## src/rtl/flash_sample_sequencer.sv

```systemverilog
// Flash-backed audio sample sequencer: fetches wide flash words and plays them out one sample
// per sample_tick, forward or reverse, with optional looping, restart, underrun and done pulses.
module flash_sample_sequencer #(
    parameter int unsigned ADDR_W   = 23,
    parameter int unsigned WORD_W   = 32,
    parameter int unsigned SAMPLE_W = 8
) (
    input  logic                clk,
    input  logic                reset_n,
    input  logic                sample_tick,
    input  logic                play,
    input  logic                dir,
    input  logic                loop_en,
    input  logic                silent,
    input  logic                restart,
    input  logic [ADDR_W-1:0]   start_addr,
    input  logic [ADDR_W-1:0]   end_addr,
    output logic                rd_req,
    output logic [ADDR_W-1:0]   rd_addr,
    input  logic                rd_valid,
    input  logic [WORD_W-1:0]   rd_data,
    output logic [SAMPLE_W-1:0] audio_out,
    output logic                sample_valid,
    output logic                underrun,
    output logic                done,
    output logic                busy
);

    localparam int unsigned LANES  = WORD_W / SAMPLE_W;
    localparam int unsigned LANE_W = (LANES > 1) ? $clog2(LANES) : 1;
    localparam logic [LANE_W-1:0] LAST_LANE = LANE_W'(LANES - 1);

    typedef enum logic [1:0] {StIdle, StFetch, StPlay, StNext} state_e;

    state_e              state_q, state_d;
    logic [ADDR_W-1:0]   addr_q, addr_d;
    logic [WORD_W-1:0]   word_q, word_d;
    logic [LANE_W-1:0]   lane_q, lane_d;
    logic                wdir_q, wdir_d;
    logic [SAMPLE_W-1:0] audio_q, audio_d;
    logic                sv_q, sv_d;
    logic                und_q, und_d;
    logic                done_q, done_d;
    logic                ign_q, ign_d;

    logic              range_ok;
    logic [ADDR_W-1:0] reload_addr;
    logic              at_end;
    logic              last_lane;

    assign range_ok    = (start_addr <= end_addr);
    assign reload_addr = dir ? start_addr : end_addr;
    // Word-level decisions use the direction captured with the word, not the live input.
    assign at_end      = wdir_q ? (addr_q == end_addr) : (addr_q == start_addr);
    assign last_lane   = wdir_q ? (lane_q == LAST_LANE) : (lane_q == '0);

    always_comb begin
        state_d = state_q;
        addr_d  = addr_q;
        word_d  = word_q;
        lane_d  = lane_q;
        wdir_d  = wdir_q;
        audio_d = audio_q;
        sv_d    = 1'b0;
        und_d   = 1'b0;
        done_d  = 1'b0;
        ign_d   = 1'b0;

        if (restart) begin
            lane_d  = '0;
            addr_d  = reload_addr;
            ign_d   = 1'b1;
            state_d = range_ok ? StFetch : StIdle;
        end else begin
            if (!play) begin
                audio_d = '0;
            end
            unique case (state_q)
                StIdle: begin
                    if (play && range_ok) begin
                        addr_d  = reload_addr;
                        lane_d  = '0;
                        state_d = StFetch;
                    end
                end
                StFetch: begin
                    // Fetch proceeds even while paused so the flash handshake always completes.
                    if (rd_valid && !ign_q) begin
                        word_d  = rd_data;
                        wdir_d  = dir;
                        lane_d  = dir ? '0 : LAST_LANE;
                        state_d = StPlay;
                    end
                    if (sample_tick && play) begin
                        und_d = 1'b1;
                    end
                end
                StPlay: begin
                    if (sample_tick && play) begin
                        audio_d = silent ? '0 : word_q[lane_q*SAMPLE_W +: SAMPLE_W];
                        sv_d    = 1'b1;
                        if (last_lane) begin
                            state_d = StNext;
                        end else begin
                            lane_d = wdir_q ? lane_q + 1'b1 : lane_q - 1'b1;
                        end
                    end
                end
                StNext: begin
                    if (play) begin
                        if (sample_tick) begin
                            und_d = 1'b1;
                        end
                        if (!at_end) begin
                            addr_d  = wdir_q ? addr_q + 1'b1 : addr_q - 1'b1;
                            state_d = StFetch;
                        end else if (loop_en) begin
                            addr_d  = wdir_q ? start_addr : end_addr;
                            state_d = StFetch;
                        end else begin
                            done_d  = 1'b1;
                            audio_d = '0;
                            state_d = StIdle;
                        end
                    end
                end
                default: state_d = StIdle;
            endcase
        end
    end

    always_ff @(posedge clk or negedge reset_n) begin
        if (!reset_n) begin
            state_q <= StIdle;
            addr_q  <= '0;
            word_q  <= '0;
            lane_q  <= '0;
            wdir_q  <= 1'b1;
            audio_q <= '0;
            sv_q    <= 1'b0;
            und_q   <= 1'b0;
            done_q  <= 1'b0;
            ign_q   <= 1'b0;
        end else begin
            state_q <= state_d;
            addr_q  <= addr_d;
            word_q  <= word_d;
            lane_q  <= lane_d;
            wdir_q  <= wdir_d;
            audio_q <= audio_d;
            sv_q    <= sv_d;
            und_q   <= und_d;
            done_q  <= done_d;
            ign_q   <= ign_d;
        end
    end

    // Request is held off for the cycle after restart so a stale rd_valid cannot complete it.
    assign rd_req       = (state_q == StFetch) && !ign_q;
    assign rd_addr      = addr_q;
    assign audio_out    = play ? audio_q : '0;
    assign sample_valid = sv_q;
    assign underrun     = und_q;
    assign done         = done_q;
    assign busy         = (state_q != StIdle);

endmodule

```

## config.mk

```make
export PLATFORM = sky130hd
export DESIGN_NAME = flash_sample_sequencer
export DESIGN_NICKNAME = d
export VERILOG_FILES = /design/src/rtl/flash_sample_sequencer.sv
export SDC_FILE = /design/constraint.sdc
export NUM_CORES = 1
export LEC_CHECK = 0
export CAP_MARGIN = 20
export CORE_MARGIN = 2
export CORE_UTILIZATION = 57
export DETAILED_ROUTE_END_ITERATION = 10
export PLACE_DENSITY_LB_ADDON = 0.2
export SYNTH_ARGS = -nofsm -noshare
export SYNTH_HDL_FRONTEND = slang
export SYNTH_SLANG_ARGS = --single-unit
```

## constraint.sdc

```tcl
create_clock -name clk -period 11 [get_ports clk]
set_input_delay 1.1 -clock clk [delete_from_list [all_inputs] [get_ports clk]]
set_output_delay 1.1 -clock clk [all_outputs]
set_load 0.02 [all_outputs]
```

* Word level (Yosys, flattened, before mapping) *
Index checks and enable logic that the tools add are counted.

storage, ports and cells
  register bits after elaboration = 72
  output and inout bits = 36

cells by class
  add/subtract/negate cells = 4
  $lt $le $gt $ge = 1
  equal/unequal tests = 13
  shifts and indexed selects = 1
  mux-type cells = 49
  bitwise logic cells = 1
  reduce and logical (&&, ||, !) cells = 14

operators by type and width
  kind                                                number
  two-way mux 23 bit                                  8
  two-way mux 8 bit                                   6
  == test 23 bit                                      2
  case mux 23 bit (2 select lines)                    1
  variable part select 32 x 6 -> 8 bit                1
  two-way mux 2 bit                                   13
  adder 23 x 1 -> 23 bit, second input constant       1
  less-or-equal comparator 23 bit                     1
  subtractor 23 x 1 -> 23 bit, second input constant  1
  inequality test 3 bit, second input constant        6
  two-way mux 1 bit                                   17
  case mux 8 bit (2 select lines)                     1
  AND reduction 5 bit                                 2
  case mux 2 bit (4 select lines)                     1
  == test 2 bit, second input constant                3
  case mux 2 bit (3 select lines)                     1
  logical AND 1 bit                                   4
  logical NOT 2 bit                                   2
  inequality test 4 bit, second input constant        1
  AND reduction 4 bit                                 1
  nonzero test 4 bit                                  1
  AND reduction 3 bit                                 1
  nonzero test 3 bit                                  1
  adder 2 x 1 -> 2 bit, second input constant         1
  6 further kinds                                     6

* Depth between registers and ports, before layout *
Gate-level depths: netlist (run 1).

  depth in word-level cells = 6
  depth in mapped cells = 13
  gate-level depth less buffers = 10

* Worst setup path after synthesis (run 1) *
OpenSTA, ideal clock, no wires.

  path type = reg-to-reg
  start point = reg wdir_q
  end point = reg addr_q[19] (netlist: rd_addr[19])
  data arrival time = 3.531 ns
  path slack = 7.347 ns
  cell stages (with the launch flop) = 13
  buffers on the path = 2
  cells stage by stage = dfstp_2 > buf_6 > buf_4 > inv_1 > ha_1 > and2_1 > a221oi_1 > a21oi_1 > o2111ai_1 > nand4_1 > a31o_2 > or4_1 > a32o_1

on the way
  longest elaborated chain between the ends = 6
  elaborated cells on any way between the ends = 10
  those cells by class = eq/ne (1); mux (8); reduce/logical (1)

ends and longest elaborated chain
  what                              line  RTL
  from (decl)                       39    logic wdir_q, wdir_d;
  from (signal assigned)            149   wdir_q <= wdir_d;
  two-way mux 23 bit                118   addr_d = wdir_q ? start_addr : end_addr;
  two-way mux 23 bit                117   end else if (loop_en) begin
  two-way mux 23 bit                114   if (!at_end) begin
  two-way mux 23 bit                110   if (play) begin
  case mux 23 bit (2 select lines)  78    unique case (state_q)
  two-way mux 23 bit                69    if (restart) begin
  to (signal assigned)              146   addr_q <= addr_d;
  to (decl)                         36    logic [ADDR_W-1:0] addr_q, addr_d;

Parallel ways exist; a longest one is shown, timed or not. The select of a mux whose other input is x is not followed.
A chain may end at the register's enable or synchronous reset.

* Worst setup path after layout (run 1) *
Same ends and word-level chain as after synthesis.

==> results of run 1 <==
-- worst max-delay path, cell delays in order, from the launching register on --
cell       delay [ns]
dfstp_2          0.37
inv_1            0.77
ha_1             0.44
and2_1           0.19
a221oi_1         0.33
a21oi_1          0.21
o2111ai_1        0.38
nand4_1          0.29
a31o_2           0.34
or4_1            0.40
a32o_1           0.25
-- power by group --
group / internal [mW] / switching (mW) / total (mW) / leakage [nW]
sequential: 0.377 / 0.117 / 0.494 / 0.882
combinational: 0.631 / 0.711 / 1.34 / 2.24
clock: 0.129 / 0.111 / 0.240 / 0.103
total: 1.14 / 0.939 / 2.08 / 3.23
-- cell usage in the layout (no fill, tap or decap), types with 23 or more instances in the layout --
master           synthesis  routed
o21ai_0                 60      60
clkdlybuf4s50_1          0     121
a21oi_1                 28      28
ha_1                    48      48
mux2i_1                 41      41
nor2_1                  23      23
xnor2_1                 35      35
mux2_2                  36      36
dfrtp_1                 71      71
nand2_1                 64      64
inv_1                   44      44
-- state kept, by name, summed over array words and instances, names as in the netlist --
| name | cells |
|---|---|
| underrun | 1 |
| wdir_q | 1 |
| done | 1 |
| lane_q | 2 |
| rd_addr | 23 |
| ign_q | 1 |
| audio_q | 8 |
| word_q | 32 |
| sample_valid | 1 |
| state_q | 2 |
-- path summary, 6_finish.rpt --
check                                               end  slack, ns  depth (start not counted)
worst min-delay path             word_q[11]$_DFFE_PN0P_       0.51                          1
max in group asynchronous         word_q[0]$_DFFE_PN0P_       9.40                          2
min in group asynchronous       rd_addr[21]$_DFFE_PN0P_       0.94                          2
worst max register to register  rd_addr[19]$_DFFE_PN0P_       6.93                         10
worst max-delay path            rd_addr[19]$_DFFE_PN0P_       6.93                         10
worst min register to register   word_q[11]$_DFFE_PN0P_       0.51                          1
-- cells by family after synthesis --
group                    Yosys count  share of synthesized area [%]
AO/OA/AOI/OAI                    169                          17.78
AND/OR/NAND/NOR                  168                          13.96
multiplexers                      93                          18.04
buffers and inverters             72                          5.239
flip-flops                        72                          29.15
adder cells (fa/ha/maj)           49                          10.03
XOR/XNOR                          41                          5.805
-- stage by stage --
stage	setup WS (ns)	power [mW]	utilization (%)	area, µm²
5_1_grt	6.826	2.226	71.87	7689
4_1_cts	7.011	2.059	71.87	7689
2_1_floorplan	7.347	1.443	-	6186
6_report	6.930	2.076	71.87	7689
3_3_place_gp	6.962	1.768	69.67	7453
3_5_place_dp	6.921	1.809	69.81	7468
-- area by class of cell --
class,count,area (µm²)
multi-input combinational,520,4064
fill,828,3009
sequential,72,1803
timing repair buffer,127,1261
tap,140,175.2
inverter,44,165.2
clock buffer,10,127.6
clock inverter,6,92.59
-- routing by layer --
| metal | routed length, µm | up-vias | part of all wire (%) | GRT usage, % |
|---|---|---|---|---|
| met3 | 1377 | 36 | 7.9 | 5.606 |
| li1 | - | 2648 | - | - |
| met4 | 326 | 0 | 1.9 | 7.234 |
| met5 | 0 | - | 0 | 0 |
| met2 | 8006 | 268 | 46 | 49.10 |
| met1 | 7666 | 2687 | 44 | 42.94 |
==> impl_metrics.env, run 1 <==
export IMPL_track_usage_pct=30.56
export IMPL_fmax_mhz=245.7
export IMPL_first_pass_iters=5
export IMPL_clkLatencyLatePin_ns=0.36
export IMPL_synth_top_cell_area_share_pct=28.72
export IMPL_clkTransAtPathRegs_ns=0.09
export IMPL_yosys_area_top_type="dfrtp_1"
export IMPL_place_inst=903
export IMPL_syn_num_nets=800
export IMPL_place_gp_congestion=0.9185
export IMPL_critPathArrivalTime_ns=4.32
export IMPL_worst_setup_path_type="reg -> reg"
export IMPL_synth_area_leaders="dfrtp_1 29%, ha_1 9.7%, mux2i_1 6.6%"
export IMPL_gr_total_overflow=0
export IMPL_drtIter0Drc=455
export IMPL_status="completed"
export IMPL_synth_seq_cells=72
export IMPL_htreeDepth=3
export IMPL_netlist_top_cells_count="71 x dfrtp_1, 64 x nand2_1, 60 x o21ai_0"
export IMPL_cp_startpoint="wdir_q$_DFFE_PN1P_"
export IMPL_start_kind="flop"
export IMPL_relSlewSlack_pct=27.61
export IMPL_cp_end_kind="flop"
export IMPL_wl_per_cell_um=18.91
export IMPL_diodes=0
export IMPL_cts_resized_gates=0
export IMPL_maxSlewViolCount=0
export IMPL_final_layout_size_suffix_gt1_share_pct=11.42
export IMPL_die_area_um2=11700
export IMPL_cts_tree="yes"
export IMPL_cts_root_buffer="clkbuf_8"
export IMPL_rsz0062_at_grt="false"
export IMPL_syn_area_per_cell_um2=9.316
export IMPL_min_period_over_period_pct=37.00
export IMPL_hpwlAfterDp_um=12920
export IMPL_hold_slack_ns=0.5123
export IMPL_grt_pass1_wl_um=27890
export IMPL_setup_tns_ns=0
export IMPL_powerDensity_nw_per_um2=270.0
export IMPL_async_flop_share_pct=100.0
export IMPL_die_w_um=108.2
export IMPL_num_vias=5639
export IMPL_netlist_area_um2=6186
export IMPL_cp_data_required_time_ns=11.25
export IMPL_design_core_area_um2=10700
export IMPL_syn_inst=664
export IMPL_io_pins=123
export IMPL_grt_pass1_vias=5521
export IMPL_clockBufferDepth=2
export IMPL_min_period_ns=4.070
export IMPL_ys_warn_count=0
export IMPL_die_y_um=108.2
export IMPL_cap_violations=0
export IMPL_grt_max_degree=73
export IMPL_synth_cell_type_count=69
export IMPL_synth_seq_area_share_pct=29.15
export IMPL_cts_sinks=72
export IMPL_yosysMostFrequentCell="dfrtp_1"
export IMPL_reg2reg_from="wdir_q$_DFFE_PN1P_"
export IMPL_stdcell_count=919
export IMPL_numPortBuffers=122
export IMPL_postCtsSetupRepairBufs=0
export IMPL_cts_hold_buf=0
export IMPL_worstHoldStart="word_q[11]$_DFFE_PN0P_"
export IMPL_area_growth_pct=24.29
export IMPL_initial_core_util_pct=57.82
export IMPL_avgViaCountPerCell=6.136
export IMPL_rows=38
export IMPL_ir_worst_vdd_mv=0.1580
export IMPL_drc=0
export IMPL_antenna_left=0
export IMPL_p_leak_nw=3.229
export IMPL_worstMarginPinSlew_ns=1.085
export IMPL_cts_made_buffers=9
export IMPL_cp_max_fo=27
export IMPL_setup_violations=0
export IMPL_skew_ns=0.01130
export IMPL_routed_wl_um=17380
export IMPL_hold_class="reg -> reg"
export IMPL_synth_edff_count=0
export IMPL_layout_nets=910
export IMPL_antenna_found_initial=0
export IMPL_final_hold_viol_count=0
export IMPL_synth_flop_cell="dfrtp_1"
(Power assumes the default switching activity.)
==> run 2: changes to the inputs <==
CORE_UTILIZATION = 48   (was 57)
clock period = 3.55 ns   (was 11 ns; I/O delays follow)
==> run 2 against run 1 <==
Fmax grew 20%. Setup slack worse by 6.8 ns. Critical endpoint unchanged. Global-route usage is 3.8 points lower.
==> impl_metrics.env, run 2 (synthesized netlist as in run 1, its figures left out) <==
export IMPL_regMostFlops="word_q"
export IMPL_multi_input_area_um2=4095
export IMPL_reg2reg_slack_ns=0.15
export IMPL_area_growth_pct=29.45
export IMPL_cts_tree="yes"
export IMPL_place_inst=947
export IMPL_io_pins=123
export IMPL_p_sw_share_pct=43.64
export IMPL_diodes=0
export IMPL_critPathArrivalTime_ns=3.63
export IMPL_slowest_stage="dfstp_2"
export IMPL_min_period_ns=3.404
export IMPL_start_kind="flop"
export IMPL_worstMarginPinSlew_ns=0.9639
export IMPL_drc=0
export IMPL_setup_tns_ns=0
export IMPL_seq_area_um2=1803
export IMPL_rsz0062_at_grt="false"
export IMPL_layout_nets=925
export IMPL_worstSetupEndpoint="rd_addr[19]$_DFFE_PN0P_"
export IMPL_grt_pass1_vias=5657
export IMPL_grt_max_degree=73
export IMPL_cts_root_buffer="clkbuf_16"
export IMPL_power_frac_seq_pct=22.0
export IMPL_clkPwrFrac_pct=15.1
export IMPL_design_core_area_um2=12620
export IMPL_ir_worst_vdd_mv=0.6574
export IMPL_place_gp_congestion=0.9285
export IMPL_cts_sinks=72
export IMPL_antenna_left=0
export IMPL_fin_ws_ns=0.1463
export IMPL_r2r_end="rd_addr[19]$_DFFE_PN0P_"
export IMPL_rows=41
export IMPL_cp_data_required_time_ns=3.78
export IMPL_total_power_mw=6.895
export IMPL_cap_violations=0
export IMPL_maxSlewViolCount=0
export IMPL_p_leak_nw=3.362
export IMPL_gr_total_overflow=0
export IMPL_num_vias=5697
export IMPL_p_sw_mw=3.009
export IMPL_avgViaCountPerCell=5.898
export IMPL_initial_core_util_pct=49.02
export IMPL_stdcell_count=966
export IMPL_largest_register_ffs=32
export IMPL_place_area_um2=7654
export IMPL_pre_cts_ws_ns=0.1747
export IMPL_powerDensity_nw_per_um2=861.1
export IMPL_drtIter0Drc=472
export IMPL_antenna_found_initial=0
export IMPL_final_layout_size_suffix_gt1_share_pct=13.73
export IMPL_die_w_um=117.5
export IMPL_path_cells="clkinvlp_4 > ha_4 > and2_1 > a221oi_2 > a21oi_1 > o2111ai_1 > nand4_1 > a31o_2 > or4_1 > a32o_1"
export IMPL_skew_ns=0.007252
export IMPL_cp_end_kind="flop"
export IMPL_numPortBuffers=122
export IMPL_cts_resized_gates=0
export IMPL_die_y_um=117.5
export IMPL_setup_violations=0
export IMPL_crit_path_max_incr_delay_ns=0.58
export IMPL_stdcell_area_um2=8008
export IMPL_min_period_over_period_pct=95.88
export IMPL_fmax_mhz=293.8
export IMPL_relSlewSlack_pct=35.74
export IMPL_die_area_um2=13810
export IMPL_wl_per_cell_um=18.74
export IMPL_first_pass_iters=5
export IMPL_clockBufferDepth=2
export IMPL_clkLatencyLatePin_ns=0.35
export IMPL_pwr_share_comb_pct=62.9
export IMPL_cp_startpoint="wdir_q$_DFFE_PN1P_"
export IMPL_hpwlAfterDp_um=13380
export IMPL_final_hold_viol_count=0
export IMPL_r2r_cells=10
export IMPL_clkTransAtPathRegs_ns=0.07
export IMPL_routed_wl_um=18110
export IMPL_n_fill_cell=1086
export IMPL_p_int_mw=3.886
export IMPL_worst_setup_path_type="reg -> reg"
export IMPL_track_usage_pct=26.80
export IMPL_cp_max_fo=11
export IMPL_status="completed"
export IMPL_grt_pass1_wl_um=29900
export IMPL_htreeDepth=3
export IMPL_reg2reg_from="wdir_q$_DFFE_PN1P_"
export IMPL_mostFrequentLayoutCell="clkdlybuf4s50_1"
export IMPL_hold_class="in -> async"
export IMPL_final_cell_mix="121 x clkdlybuf4s50_1, 71 x dfrtp_1, 64 x nand2_1, 60 x o21ai_0, 46 x ha_1"
export IMPL_cts_made_buffers=9
[run 2: changes by cell type in the layout (fill, tap and decap cells not counted), sizes merged]
| cell | before | now |
|---|---|---|
| buf | 6 | 21 |
| inv | 45 | 48 |
| clkbuf | 10 | 9 |
| clkinv | 1 | 0 |
| clkinvlp | 2 | 1 |
[run 2: timing repair]
action | CTS | global route
buffers inserted | 0 | 3
hold buffers | 0 | 0
setup endpoints to repair | 0 | 2
[run 2: per-layer routing]
layer / up-vias / GRT usage (%) / routed length (µm)
met3: 22 / 4.312 / 1217
met1: 2762 / 38.90 / 8400
met4: 0 / 7.304 / 260
met2: 230 / 41.56 / 8228
li1: 2683 / - / -
met5: - / 0 / 0
[run 2: power groups by stage]
stage	Combinational (mW)	Sequential [mW]	Clock [mW]
2_1_floorplan	2.99	1.54	0
3_3_place_gp	4.14	1.51	0
3_5_place_dp	4.22	1.53	0
4_1_cts	4.25	1.52	1.05
5_1_grt	4.70	1.57	1.09
6_report	4.34	1.52	1.04
[run 2: stage by stage]
step	utilization [%]	hold WS [ns]
2_1_floorplan	-	0.05941
3_3_place_gp	60.65	0.4860
3_5_place_dp	60.65	0.4939
4_1_cts	63.28	0.2066
5_1_grt	63.45	0.2361
6_report	63.45	0.1433
[run 2: cell type report]
class / instances / area share [%]
Clock buffer: 9 / 2.813
Clock inverter: 7 / 1.328
Inverter: 44 / 2.109
Multi-Input combinational cell: 520 / 51.14
Sequential cell: 72 / 22.52
Tap cell: 172 / 2.687
Timing Repair Buffer: 142 / 17.41
[run 2: critical path: cells and delay by family, from the launching register on]
kind	cells	cell delay, ns
DFF	1	0.58
AOI/OAI and AO/OA	5	1.30
buffers and inverters	1	0.28
adders and majority gates	1	0.35
and+or+nand+nor	3	0.78
[run 2: how the worst min path moves through the flow]
stage / slack (ns) / cells after the start / from / end
after floorplan: 0.06 / 0 / reset_n / audio_q[0]$_DFFE_PN0N_
after global placement: 0.49 / 1 / word_q[6]$_DFFE_PN0P_ / word_q[6]$_DFFE_PN0P_
after detailed placement: 0.49 / 1 / word_q[21]$_DFFE_PN0P_ / word_q[21]$_DFFE_PN0P_
after CTS: 0.21 / 1 / reset_n / rd_addr[11]$_DFFE_PN0P_
after global routing: 0.24 / 1 / reset_n / rd_addr[20]$_DFFE_PN0P_
final: 0.14 / 1 / reset_n / rd_addr[20]$_DFFE_PN0P_
